**config.mk**
```make
export PLATFORM = sky130hd
export DESIGN_NAME = hs_aw_w_order_arbiter
export DESIGN_NICKNAME = d
export VERILOG_FILES = /design/src/rtl/hs_aw_w_order_arbiter.sv
export SDC_FILE = /design/constraint.sdc
export NUM_CORES = 1
export LEC_CHECK = 0
export CORE_AREA = 2 2 136 138
export DETAILED_ROUTE_END_ITERATION = 6
export DIE_AREA = 0 0 138 140
export PLACE_DENSITY = 0.73
export SYNTH_ARGS = -nofsm -noshare
export SYNTH_HDL_FRONTEND = slang
export SYNTH_SLANG_ARGS = --single-unit
```
**constraint.sdc**
```tcl
create_clock -name clk -period 3.55 [get_ports clk]
set_input_delay 0.5325 -clock clk [delete_from_list [all_inputs] [get_ports clk]]
set_output_delay 0.5325 -clock clk [all_outputs]
set_load 0.05 [all_outputs]
```
**src/rtl/hs_aw_w_order_arbiter.sv**
```systemverilog
// -----------------------------------------------------------------------------
// hs_aw_w_order_arbiter
//
// Round-robin arbiter for REQ_NUM write-address (AW) requesters, paired with
// an in-order write-data (W) router. Each accepted AW is driven out through a
// single register slot and its requester index is pushed into an order FIFO.
// W beats are routed only from the requester at the FIFO head, so W bursts
// leave in exactly the order their addresses were accepted. The last beat of a
// burst pops the head.
//
// Ports
//   clk, rstn                 clock, synchronous active-low reset
//   aw_valid_in/aw_addr_in    per-requester AW valid and packed addresses
//   aw_ready_in               one-hot grant toward the winning requester
//   aw_valid_out/aw_addr_out  granted address (register slot)
//   aw_id_out                 index of the requester that owns aw_addr_out
//   aw_ready_out              downstream AW ready
//   w_valid_in/w_data_in      per-requester W valid and packed data
//   w_last_in                 per-requester burst-last flag
//   w_ready_in                W ready, asserted only toward the FIFO head
//   w_valid_out/w_data_out    routed W beat
//   w_last_out                routed burst-last flag
//   w_ready_out               downstream W ready
//   ord_count                 order FIFO occupancy
// -----------------------------------------------------------------------------
module hs_aw_w_order_arbiter #(
  parameter int REQ_NUM = 4,
  parameter int ADDR_W  = 32,
  parameter int DATA_W  = 32,
  parameter int DEPTH   = 4,
  parameter int IDX_W   = $clog2(REQ_NUM)
) (
  input  logic                        clk,
  input  logic                        rstn,
  input  logic [REQ_NUM-1:0]          aw_valid_in,
  input  logic [REQ_NUM*ADDR_W-1:0]   aw_addr_in,
  output logic [REQ_NUM-1:0]          aw_ready_in,
  output logic                        aw_valid_out,
  output logic [ADDR_W-1:0]           aw_addr_out,
  output logic [IDX_W-1:0]            aw_id_out,
  input  logic                        aw_ready_out,
  input  logic [REQ_NUM-1:0]          w_valid_in,
  input  logic [REQ_NUM*DATA_W-1:0]   w_data_in,
  input  logic [REQ_NUM-1:0]          w_last_in,
  output logic [REQ_NUM-1:0]          w_ready_in,
  output logic                        w_valid_out,
  output logic [DATA_W-1:0]           w_data_out,
  output logic                        w_last_out,
  input  logic                        w_ready_out,
  output logic [$clog2(DEPTH):0]      ord_count
);

  localparam int PTR_W = $clog2(DEPTH);
  localparam int CNT_W = $clog2(DEPTH) + 1;

  // Arbitration state
  logic [IDX_W-1:0]  ptr_q, ptr_d;

  // AW output slot
  logic              slot_valid_q, slot_valid_d;
  logic [ADDR_W-1:0] slot_addr_q, slot_addr_d;
  logic [IDX_W-1:0]  slot_id_q, slot_id_d;

  // Order FIFO
  logic [IDX_W-1:0]  fifo_mem [DEPTH];
  logic [PTR_W-1:0]  wr_ptr_q, wr_ptr_d;
  logic [PTR_W-1:0]  rd_ptr_q, rd_ptr_d;
  logic [CNT_W-1:0]  count_q, count_d;

  logic              found;
  logic [IDX_W-1:0]  winner;
  logic [IDX_W-1:0]  cand;
  logic [ADDR_W-1:0] winner_addr;
  logic              slot_free;
  logic              accept;
  logic              fifo_has_room;
  logic              fifo_empty;
  logic              head_ok;
  logic [IDX_W-1:0]  head;
  logic              push;
  logic              pop;
  int                scan;

  // Rotating scan: first valid requester at or above ptr, wrapping to 0.
  // NOTE: every variable driven here gets a default first so no latch is inferred.
  always_comb begin
    found  = 1'b0;
    winner = '0;
    cand   = '0;
    scan   = 0;
    for (int k = 0; k < REQ_NUM; k++) begin
      scan = int'(ptr_q) + k;
      if (scan >= REQ_NUM) scan = scan - REQ_NUM;
      cand = IDX_W'(scan);
      if (!found && aw_valid_in[cand]) begin
        found  = 1'b1;
        winner = cand;
      end
    end
  end

  always_comb begin
    winner_addr = '0;
    for (int i = 0; i < REQ_NUM; i++) begin
      if (winner == IDX_W'(i)) winner_addr = aw_addr_in[i*ADDR_W +: ADDR_W];
    end
  end

  // A full FIFO blocks acceptance even when the head pops this cycle; the
  // pop is not allowed to make room combinationally.
  assign slot_free     = !slot_valid_q || aw_ready_out;
  assign fifo_has_room = count_q < CNT_W'(DEPTH);
  assign accept        = rstn && slot_free && fifo_has_room && found;
  assign push          = accept;

  always_comb begin
    aw_ready_in = '0;
    for (int i = 0; i < REQ_NUM; i++) begin
      aw_ready_in[i] = accept && (winner == IDX_W'(i));
    end
  end

  // W routing from the FIFO head; gated off while empty or in reset.
  assign fifo_empty = (count_q == '0);
  assign head       = fifo_mem[rd_ptr_q];
  assign head_ok    = rstn && !fifo_empty;

  always_comb begin
    w_valid_out = 1'b0;
    w_data_out  = '0;
    w_last_out  = 1'b0;
    w_ready_in  = '0;
    for (int i = 0; i < REQ_NUM; i++) begin
      if (head == IDX_W'(i)) begin
        w_data_out = w_data_in[i*DATA_W +: DATA_W];
        w_last_out = w_last_in[i];
        if (head_ok) begin
          w_valid_out   = w_valid_in[i];
          w_ready_in[i] = w_ready_out;
        end
      end
    end
  end

  assign pop = w_valid_out && w_ready_out && w_last_out;

  // Next-state logic
  always_comb begin
    ptr_d        = ptr_q;
    slot_valid_d = slot_valid_q;
    slot_addr_d  = slot_addr_q;
    slot_id_d    = slot_id_q;
    wr_ptr_d     = wr_ptr_q;
    rd_ptr_d     = rd_ptr_q;
    count_d      = count_q;

    if (accept) begin
      ptr_d        = (winner == IDX_W'(REQ_NUM - 1)) ? '0 : winner + IDX_W'(1);
      slot_valid_d = 1'b1;
      slot_addr_d  = winner_addr;
      slot_id_d    = winner;
    end else if (aw_ready_out) begin
      // Slot drained with nothing new behind it; address/id simply hold.
      slot_valid_d = 1'b0;
    end

    // DEPTH is a power of two, so pointers wrap by natural overflow.
    if (push) wr_ptr_d = wr_ptr_q + PTR_W'(1);
    if (pop)  rd_ptr_d = rd_ptr_q + PTR_W'(1);

    case ({push, pop})
      2'b10:   count_d = count_q + CNT_W'(1);
      2'b01:   count_d = count_q - CNT_W'(1);
      default: count_d = count_q;
    endcase
  end

  // NOTE: sequential state uses non-blocking assignments so every register
  // samples the pre-edge value of every other register.
  always_ff @(posedge clk) begin
    if (!rstn) begin
      ptr_q        <= '0;
      slot_valid_q <= 1'b0;
      slot_addr_q  <= '0;
      slot_id_q    <= '0;
      wr_ptr_q     <= '0;
      rd_ptr_q     <= '0;
      count_q      <= '0;
    end else begin
      ptr_q        <= ptr_d;
      slot_valid_q <= slot_valid_d;
      slot_addr_q  <= slot_addr_d;
      slot_id_q    <= slot_id_d;
      wr_ptr_q     <= wr_ptr_d;
      rd_ptr_q     <= rd_ptr_d;
      count_q      <= count_d;
    end
  end

  // NOTE: the FIFO storage is deliberately not reset; entries are only
  // observed through count_q, which is reset, so stale contents are harmless.
  always_ff @(posedge clk) begin
    if (push) fifo_mem[wr_ptr_q] <= winner;
  end

  assign aw_valid_out = slot_valid_q;
  assign aw_addr_out  = slot_addr_q;
  assign aw_id_out    = slot_id_q;
  assign ord_count    = count_q;

endmodule
```
==> impl_metrics.env, run 1 <==
export IMPL_grt_max_degree=65
export IMPL_tns_ps=0
export IMPL_clock_skew_ps=5.541
export IMPL_p_leak_nw=3.144
export IMPL_stdcell_count=1024
export IMPL_gp_congestion=0.9601
export IMPL_via_per_inst=4.916
export IMPL_hold_slack_ps=457.2
export IMPL_grt_setup_unrepaired="no"
export IMPL_core_area_um2=17780
export IMPL_drtPass1Iterations=4
export IMPL_synth_distinct_cells=41
export IMPL_synthFlopType="dfxtp_1"
export IMPL_critPathTopFamily="multiplexers"
export IMPL_criticalPathCategory="flip-flop to output pin"
export IMPL_start_util=0.2340
export IMPL_p_per_area_nw_per_um2=360.7
export IMPL_cts_tree="done"
export IMPL_drc=0
export IMPL_slew_headroom=0.6179
export IMPL_dp_cells=1009
export IMPL_period_share=0.9061
export IMPL_synth_area_um2=4160
export IMPL_path_cells="mux4_2 > buf_4 > mux4_2 > buf_4"
export IMPL_min_path_type="flip-flop to flip-flop"
export IMPL_clock_latency_ps=300
export IMPL_final_nets=1069
export IMPL_cp_arrival_ps=2680
export IMPL_ys_async_sr_fraction=0
export IMPL_netlist_instances=459
export IMPL_outcome="completed"
export IMPL_hold_buffers=0
export IMPL_clockBufferDepth=2
export IMPL_critPathRequiredTime_ps=3020
export IMPL_start_kind="flip-flop"
export IMPL_end_kind="output pin"
export IMPL_synth_edf_count=8
export IMPL_ys_seq_area_frac=0.2791
export IMPL_report_final_hold_viol_count=0
export IMPL_drt_wl_total_um=20970
export IMPL_grt_pass1_wl_um=30420
export IMPL_cts_root_buf="clkbuf_16"
export IMPL_ant_nets=0
export IMPL_syn_to_final_growth_pct=93.98
export IMPL_cts_setup_buffers=0
export IMPL_cts_sinks=54
export IMPL_via_count=5034
export IMPL_grtUsageTotal=0.2085
export IMPL_antenna_found_initial=8
export IMPL_drt_initial_drc_count=243
export IMPL_syn_nets=741
export IMPL_ir_worst_vdd_v=0.0001775
export IMPL_timing_final_max_slew_violations=0
export IMPL_yosysWarnings=0
export IMPL_die_height_um=140
export IMPL_cp_max_fo=25
export IMPL_dp_hpwl_um=17270
export IMPL_cts_made_buffers=5
export IMPL_routedWlPerCell_um=20.48
export IMPL_dieArea_um2=19320
export IMPL_fmax_ghz=0.3109
export IMPL_num_rows=49
export IMPL_numPortBuffers=351
export IMPL_grt_pass1_vias=5074
export IMPL_maxCapViolCount=0
export IMPL_die_w_um=138
export IMPL_drive_gt1_frac=0.1307
export IMPL_tightest_slew_ps=571.4
export IMPL_avgSynthCellArea_um2=9.064
export IMPL_cp_slowest_cell="mux4_2"
export IMPL_clk_pin_slew_ps=80
export IMPL_htree_levels=2
export IMPL_cp_num_buf_inv=2
export IMPL_critPathMaxStageDelay_ps=650
export IMPL_setup_violations=0
export IMPL_ioPinCount=352
export IMPL_grt_ovfl_total=0
export IMPL_fin_crit_ps=3217
export IMPL_cts_resized=0
export IMPL_synth_seq_cells=54
## final cells by class
class | instances | area (µm²)
Fill cell | 1718 | 9709
Timing Repair Buffer | 367 | 3633
Multi-Input combinational cell | 348 | 2784
Sequential cell | 54 | 1161
Tap cell | 229 | 286.5
Clock buffer | 6 | 128.9
Inverter | 11 | 41.29
Clock inverter | 2 | 17.52
Antenna cell | 7 | 17.52
## per-stage QoR
| step | power [mW] | instance area (µm²) | setup slack, ps | util |
|---|---|---|---|---|
| 6_report | 2.911 | 8070 | 333.3 | 0.4539 |
| 5_1_grt | 3.064 | 8070 | 172.9 | 0.4539 |
| 4_1_cts | 2.947 | 8053 | 289.5 | 0.4529 |
| 3_5_place_dp | 2.411 | 7906 | 347.5 | 0.4447 |
| 3_3_place_gp | 2.408 | 7906 | 465.0 | 0.4447 |
| 2_1_floorplan | 1.685 | 4160 | 433.4 | - |
## flip-flops by register name, indices dropped and copies added (netlist names), named ones only
signal / count
ord_count: 3
aw_valid_out: 1
ptr_q: 2
aw_id_out: 2
aw_addr_out: 32
wr_ptr_q: 2
fifo_mem: 8
rd_ptr_q: 2
## placed cells by master (no fill, tap or decap), types with 3 or more instances in the layout
| cell type | synthesis | routed |
|---|---|---|
| and2_1 | 12 | 12 |
| nand3b_1 | 32 | 32 |
| o211ai_1 | 32 | 32 |
| a21boi_0 | 4 | 4 |
| buf_4 | 0 | 46 |
| buf_12 | 0 | 8 |
| mux2i_1 | 5 | 5 |
| nand2_1 | 82 | 82 |
| mux4_2 | 33 | 34 |
| o21ai_0 | 5 | 5 |
| nor2_1 | 6 | 6 |
| clkdlybuf4s50_1 | 0 | 312 |
| o211a_1 | 33 | 33 |
| diode_2 | 0 | 7 |
| a21oi_1 | 67 | 67 |
| ha_2 | 0 | 3 |
| inv_1 | 11 | 11 |
| dfxtp_1 | 46 | 46 |
| clkbuf_16 | 0 | 5 |
| mux2_2 | 3 | 3 |
| edfxtp_1 | 8 | 8 |
| ha_1 | 9 | 6 |
## layer usage
layer,track usage,vias to the layer above,part of all wire
li1,-,2374,-
met5,0,-,0.00062
met3,0.07214,37,0.088
met4,0.1101,2,0.046
met2,0.3713,272,0.50
met1,0.2172,2349,0.37
## worst paths after layout
path / slack (ps) / cells past startpoint / from / to
worst min register to register: 460 / 1 / rd_ptr_q[1]$_SDFFE_PN0P_ / flip-flop
worst max-delay path: 330 / 4 / flip-flop / w_data_out[23]
worst min-delay path: 460 / 1 / rd_ptr_q[1]$_SDFFE_PN0P_ / flip-flop
worst max register to register: 350 / 10 / flip-flop / ord_count[2]$_SDFFE_PN0P_
## power breakdown
group / internal, mW / total, mW / switching, mW
Combinational: 0.752 / 1.67 / 0.921
Clock: 0.267 / 0.520 / 0.253
Sequential: 0.681 / 0.718 / 0.0362
Total: 1.70 / 2.91 / 1.21
## cells by family (layout without fill, tap and decap cells)
family | count (synthesis) | count (layout) | share of synthesized area
other | 0 | 7 | 0
AO/OA/AOI/OAI | 149 | 149 | 0.2463
XOR/XNOR | 3 | 3 | 0.006317
flip-flops | 54 | 54 | 0.2791
multiplexers | 42 | 42 | 0.2051
AND/OR/NAND/NOR | 144 | 144 | 0.1765
buffers and inverters | 57 | 386 | 0.05473
adder cells (fa/ha/maj) | 10 | 10 | 0.03188
## Yosys cell counts (2+ instances only)
| master | n | share of area |
|---|---|---|
| nor2_1 | 6 | 0.0054 |
| xnor2_1 | 2 | 0.0042 |
| buf_1 | 4 | 0.0036 |
| o211ai_1 | 32 | 0.058 |
| o21a_1 | 2 | 0.0036 |
| buf_2 | 5 | 0.0060 |
| mux4_2 | 33 | 0.18 |
| o21ai_0 | 5 | 0.0060 |
| mux2_2 | 3 | 0.0081 |
| ha_1 | 9 | 0.027 |
| a21boi_0 | 4 | 0.0072 |
| edfxtp_1 | 8 | 0.058 |
| dfxtp_1 | 46 | 0.22 |
| o211a_1 | 33 | 0.079 |
| nand3b_1 | 32 | 0.058 |
| inv_1 | 11 | 0.0099 |
| clkbuf_1 | 36 | 0.032 |
| mux2i_1 | 5 | 0.012 |
| a21oi_1 | 67 | 0.081 |
| nand2_1 | 82 | 0.074 |
| nor2b_1 | 2 | 0.0030 |
| o31ai_1 | 2 | 0.0036 |
| and2_1 | 12 | 0.018 |
(Power assumes the default switching activity.)
==> inputs of run 2 (changes only) <==
Settings changed: CTS_CLUSTER_DIAMETER set to 100, GPL_ROUTABILITY_DRIVEN set to 0.
==> impl_metrics.env, run 2 (synthesis results as in run 1) <==
export IMPL_cts_resized=0
export IMPL_report_final_hold_viol_count=0
export IMPL_cts_setup_buffers=0
export IMPL_dp_hpwl_um=17440
export IMPL_tightest_slew_ps=642.0
export IMPL_drtPass1Iterations=4
export IMPL_clockBufferDepth=2
export IMPL_layout_commonest_cell="clkdlybuf4s50_1"
export IMPL_worst_slack_ps=268.7
export IMPL_design_area_um2=8068
export IMPL_timing_final_max_slew_violations=0
export IMPL_dieArea_um2=19320
export IMPL_clk_pin_slew_ps=80
export IMPL_num_rows=49
export IMPL_drt_initial_drc_count=182
export IMPL_cts_root_buf="clkbuf_16"
export IMPL_criticalPathCategory="flip-flop to output pin"
export IMPL_cts_tree="done"
export IMPL_via_per_inst=4.911
export IMPL_hold_slack_ps=472.6
export IMPL_die_height_um=140
export IMPL_cp_num_buf_inv=2
export IMPL_grt_pass1_vias=5045
export IMPL_slew_headroom=0.5687
export IMPL_cts_sinks=54
export IMPL_cts_made_buffers=5
export IMPL_drt_wl_total_um=21050
export IMPL_period_share=0.9243
export IMPL_critPathRequiredTime_ps=3020
export IMPL_syn_to_final_growth_pct=93.92
export IMPL_grt_max_degree=65
export IMPL_cp_slowest_cell="clkdlybuf4s50_1"
export IMPL_p_leak_nw=3.139
export IMPL_fillCellCount=1735
export IMPL_cp_arrival_ps=2750
export IMPL_path_cells="mux4_2 > buf_4 > nor2_1 > clkdlybuf4s50_1"
export IMPL_clock_latency_ps=300
export IMPL_setup_violations=0
export IMPL_drive_gt1_frac=0.1298
export IMPL_htree_levels=2
export IMPL_largest_reg_flops=32
export IMPL_fin_crit_ps=3281
export IMPL_grtUsageTotal=0.2100
export IMPL_ioPinCount=352
export IMPL_clock_skew_ps=6.546
export IMPL_layout_common_cells="clkdlybuf4s50_1, nand2_1, a21oi_1, dfxtp_1, buf_4"
export IMPL_maxCapViolCount=0
export IMPL_hold_buffers=0
export IMPL_routedWlPerCell_um=20.55
export IMPL_place_area_um2=7891
export IMPL_via_count=5029
export IMPL_outcome="completed"
export IMPL_numPortBuffers=351
export IMPL_final_nets=1067
export IMPL_drc=0
export IMPL_tns_ps=0
export IMPL_p_per_area_nw_per_um2=361.6
export IMPL_min_path_type="flip-flop to flip-flop"
export IMPL_start_kind="flip-flop"
export IMPL_cp_max_fo=32
export IMPL_core_area_um2=17780
export IMPL_start_util=0.2340
export IMPL_critPathTopFamily="buffers and inverters"
export IMPL_die_w_um=138
export IMPL_fmax_ghz=0.3048
export IMPL_antenna_found_initial=10
export IMPL_critPathMaxStageDelay_ps=830
export IMPL_ant_nets=0
export IMPL_end_kind="output pin"
export IMPL_grt_ovfl_total=0
export IMPL_ir_worst_vdd_v=0.0002047
export IMPL_grt_pass1_wl_um=30660
export IMPL_grt_setup_unrepaired="no"
export IMPL_pre_cts_ws_ps=331.3
run 2: metrics by stage:
stage / total power [mW] / utilization / instances
after global placement: 2.398 / 0.4438 / 1007
final: 2.917 / 0.4538 / 1024
after floorplan: 1.685 / - / 459
after CTS: 2.953 / 0.4525 / 1015
after detailed placement: 2.407 / 0.4438 / 1007
after global routing: 3.061 / 0.4538 / 1024
run 2: layout make-up:
cell class                      instances  area (µm²)  area share
Timing Repair Buffer                  365        3618      0.4485
Multi-Input combinational cell        348        2784      0.3451
Sequential cell                        54        1161      0.1439
Tap cell                              229       286.5     0.03551
Clock buffer                            5       125.1     0.01551
Inverter                               11       41.29    0.005118
Clock inverter                          3       28.78    0.003567
Antenna cell                            9       22.52    0.002792
run 2: layer usage:
metal	routed length [µm]	GRT usage
met5	13	0
met4	851	0.1192
met3	2256	0.08650
met2	10650	0.3658
met1	7274	0.2135
run 2: power breakdown:
| group | switching (mW) | internal (mW) |
|---|---|---|
| logic | 0.918 | 0.748 |
| clock network | 0.261 | 0.270 |
| registers | 0.0380 | 0.681 |
| total | 1.22 | 1.70 |
run 2: worst register-to-register path, stage by stage (launching register included):
cell      delay (ps)
dfxtp_1          420
mux4_2           660
mux2_2           300
nand3_1           80
o22ai_1          260
ha_1             250
inv_1             60
fa_1             370
xor2_1           160
or3_1            300
a21boi_0         170
run 2: worst paths after layout:
check | start | end | slack (ps) | depth (start not counted)
setup / recovery | flip-flop | w_ready_in[2] | 270 | 4
hold reg to reg | aw_id_out[0]$_SDFFE_PN0P_ | aw_id_out[0]$_SDFFE_PN0P_ | 470 | 2
setup reg to reg | flip-flop | ord_count[2]$_SDFFE_PN0P_ | 450 | 10
hold / removal | aw_id_out[0]$_SDFFE_PN0P_ | aw_id_out[0]$_SDFFE_PN0P_ | 470 | 2
==> inputs of run 3 (changes only) <==
Settings changed: CAP_MARGIN set to 20.
==> results of run 3 <==
Same layout as run 2: the final DEF is identical, and so are final timing and power.
==> RTL change (flow settings as in run 1) <==
Take the reset off `slot_addr_q` and load it in a clocked block of its own.
--- a/src/rtl/hs_aw_w_order_arbiter.sv
+++ b/src/rtl/hs_aw_w_order_arbiter.sv
@@ -181,7 +181,6 @@
     if (!rstn) begin
       ptr_q        <= '0;
       slot_valid_q <= 1'b0;
-      slot_addr_q  <= '0;
       slot_id_q    <= '0;
       wr_ptr_q     <= '0;
       rd_ptr_q     <= '0;
@@ -189,7 +188,6 @@
     end else begin
       ptr_q        <= ptr_d;
       slot_valid_q <= slot_valid_d;
-      slot_addr_q  <= slot_addr_d;
       slot_id_q    <= slot_id_d;
       wr_ptr_q     <= wr_ptr_d;
       rd_ptr_q     <= rd_ptr_d;
@@ -197,6 +195,10 @@
     end
   end
 
+  always_ff @(posedge clk) begin
+    slot_addr_q <= slot_addr_d;
+  end
+
   // NOTE: the FIFO storage is deliberately not reset; entries are only
   // observed through count_q, which is reset, so stale contents are harmless.
   always_ff @(posedge clk) begin
Behaviour: differs if rstn is asserted again (counterexample within 4 cycles, from zero or initial values and one cycle with rstn low); with rstn held inactive, the same outputs for 4 cycles.
==> RTL change against run 1 <==
  * Area after synthesis down 2.9%
  * Sequential cell count is the same
  * Sequential power grew 13%
  * Power increased by 1.6%
  * Sequential share of layout area rose by 4.3 points
  * Final area fell by 1.6%
  * Critical path depth up 3
  * Routed wire length shrank 12%
  * Maximum frequency is 2.8% higher
  * Cell count down 3.8%
  * Setup slack gained 0.088 ns
  * Largest cell class unchanged
  * Highest routed layer is now met4
==> RTL change: results (changes against run 1) <==
first-pass GRT wire length=26400 um (-13%); Post-synth ARST share=0% (unchanged); fin nets=1032 (-3.5%); Worst slew margin=58.3% (-3.5 points); H-tree Lvls=2 (unchanged); first drt pass iteration count=4 (unchanged); pwr dens=373 nW/um^2 (+3.3%); XOR/XNOR Fraction of Synth Area=0.650% (+0.019 points); hpwl dp=15400 um (-11%); P_leak=2.83 nW (-10%); met3 WL=1640 um (-11%); Total Wirelength=18500 um (-12%); WP data arrival=2.60 ns (-0.08 ns); gr usage total=17.8% (-3.0 points); clk root buf=clkbuf_16; Max Used Layer=met4; Worst-path clk slew=0.07 ns; mux contribution to synthesized area=21.9% (+1.4 points); sequential area share after synthesis=36.7% (+8.8 points); Synth Area in Adders=3.28% (+0.095 points); vias post-DR=4597 (-8.7%); Peak VDD IR=0.193 mV (+8.9%); largest net degree at the start of global routing=66 (+1.5%); status=completed; DP Worst Slack=0.342 ns (-0.00558 ns); Final Wtd Congestion=0.966 (+0.60%); top post-synthesis cells by area=edfxtp_1 30%, mux4_2 18%, a21oi_1 8.3%; # resized after CTS=0 (unchanged); Layout Skew=0.00592 ns (+0.000383 ns); Filler cells=1713 (-0.29%); syn_nets=695 (-6.2%); EDFF count, synth=40 (+32); DRT iter0 DRCs=151 (-38%); worst hold path class=flop to flop; met2 WL=9730 um (-7.1%); met1 wire length=6450 um (-16%); Critical Path Fanout Max=24 (-4.0%); max reg flops=32 (unchanged); initial antenna violation count=5 (-3); Synth Area in Compound Gates=14.9% (-9.7 points); area post-placement=7780 um^2 (-1.6%); share of layout cells above drive strength 1=13.4% (+0.38 points); synth unique cells=40 (-2.4%); largest area contributor in the netlist=edfxtp_1; top cells by count, synth=75 x nand2_1, 67 x a21oi_1, 40 x edfxtp_1, 37 x o21ai_0, 33 x mux4_2; synth warn=0 (unchanged)
## RTL change: cell types whose count changed in the layout (fill, tap and decap cells not counted), moves of 7 or more
cell      delta
dfxtp_1     -32
edfxtp_1    +32
nand2_1      -7
o211a_1     -32
o211ai_1    -32
o21ai_0     +32
## RTL change: layout make-up
type | count | area, um^2 | share of cell area, %
clock inverter | 3 | 20.0 | 0.252
antenna | 5 | 12.5 | 0.158
clock buffer | 5 | 125 | 1.58
multi-input combinational | 313 | 2390 | 30.1
timing repair buffer | 365 | 3590 | 45.2
inverter | 11 | 41.3 | 0.520
sequential | 54 | 1480 | 18.7
tap | 229 | 287 | 3.61
## RTL change: path summary, 6_finish.rpt
path	slack (ns)	endpoint	cells past startpoint	startpoint
hold reg to reg	0.47	flop	1	rd_ptr_q[1]
setup / recovery	0.42	aw_ready_in[1]	7	aw_valid_in[0]
setup reg to reg	0.50	ord_count[2]	10	flop
hold / removal	0.47	flop	1	rd_ptr_q[1]
## RTL change: power breakdown
part	switching [mW]	internal, mW	total, mW
Combinational	0.925	0.723	1.65
Clock	0.236	0.263	0.499
Sequential	0.0312	0.782	0.813
## RTL change: through the flow
step	util, %	hold slack [ns]	instances
floorplan	-	0.430	413
global placement	43.8	0.452	972
detailed placement	43.8	0.459	972
CTS	44.6	0.470	980
global route	44.7	0.510	985
finish	44.7	0.465	985
## RTL change: routing by layer
| metal | up-vias | track usage, % |
|---|---|---|
| met3 | 31 | 6.19 |
| met2 | 240 | 32.9 |
| met1 | 2126 | 17.6 |
| met4 | 0 | 9.51 |
| met5 | - | 0 |
| li1 | 2200 | - |
## RTL change: critical path, cell delays in order
cell and delay, ns:
clkdlybuf4s50_1 0.48, mux2i_1 0.18, nor2_1 0.06, nor3_1 0.38, ha_2 0.56, and2_1 0.26
buf_12 0.15
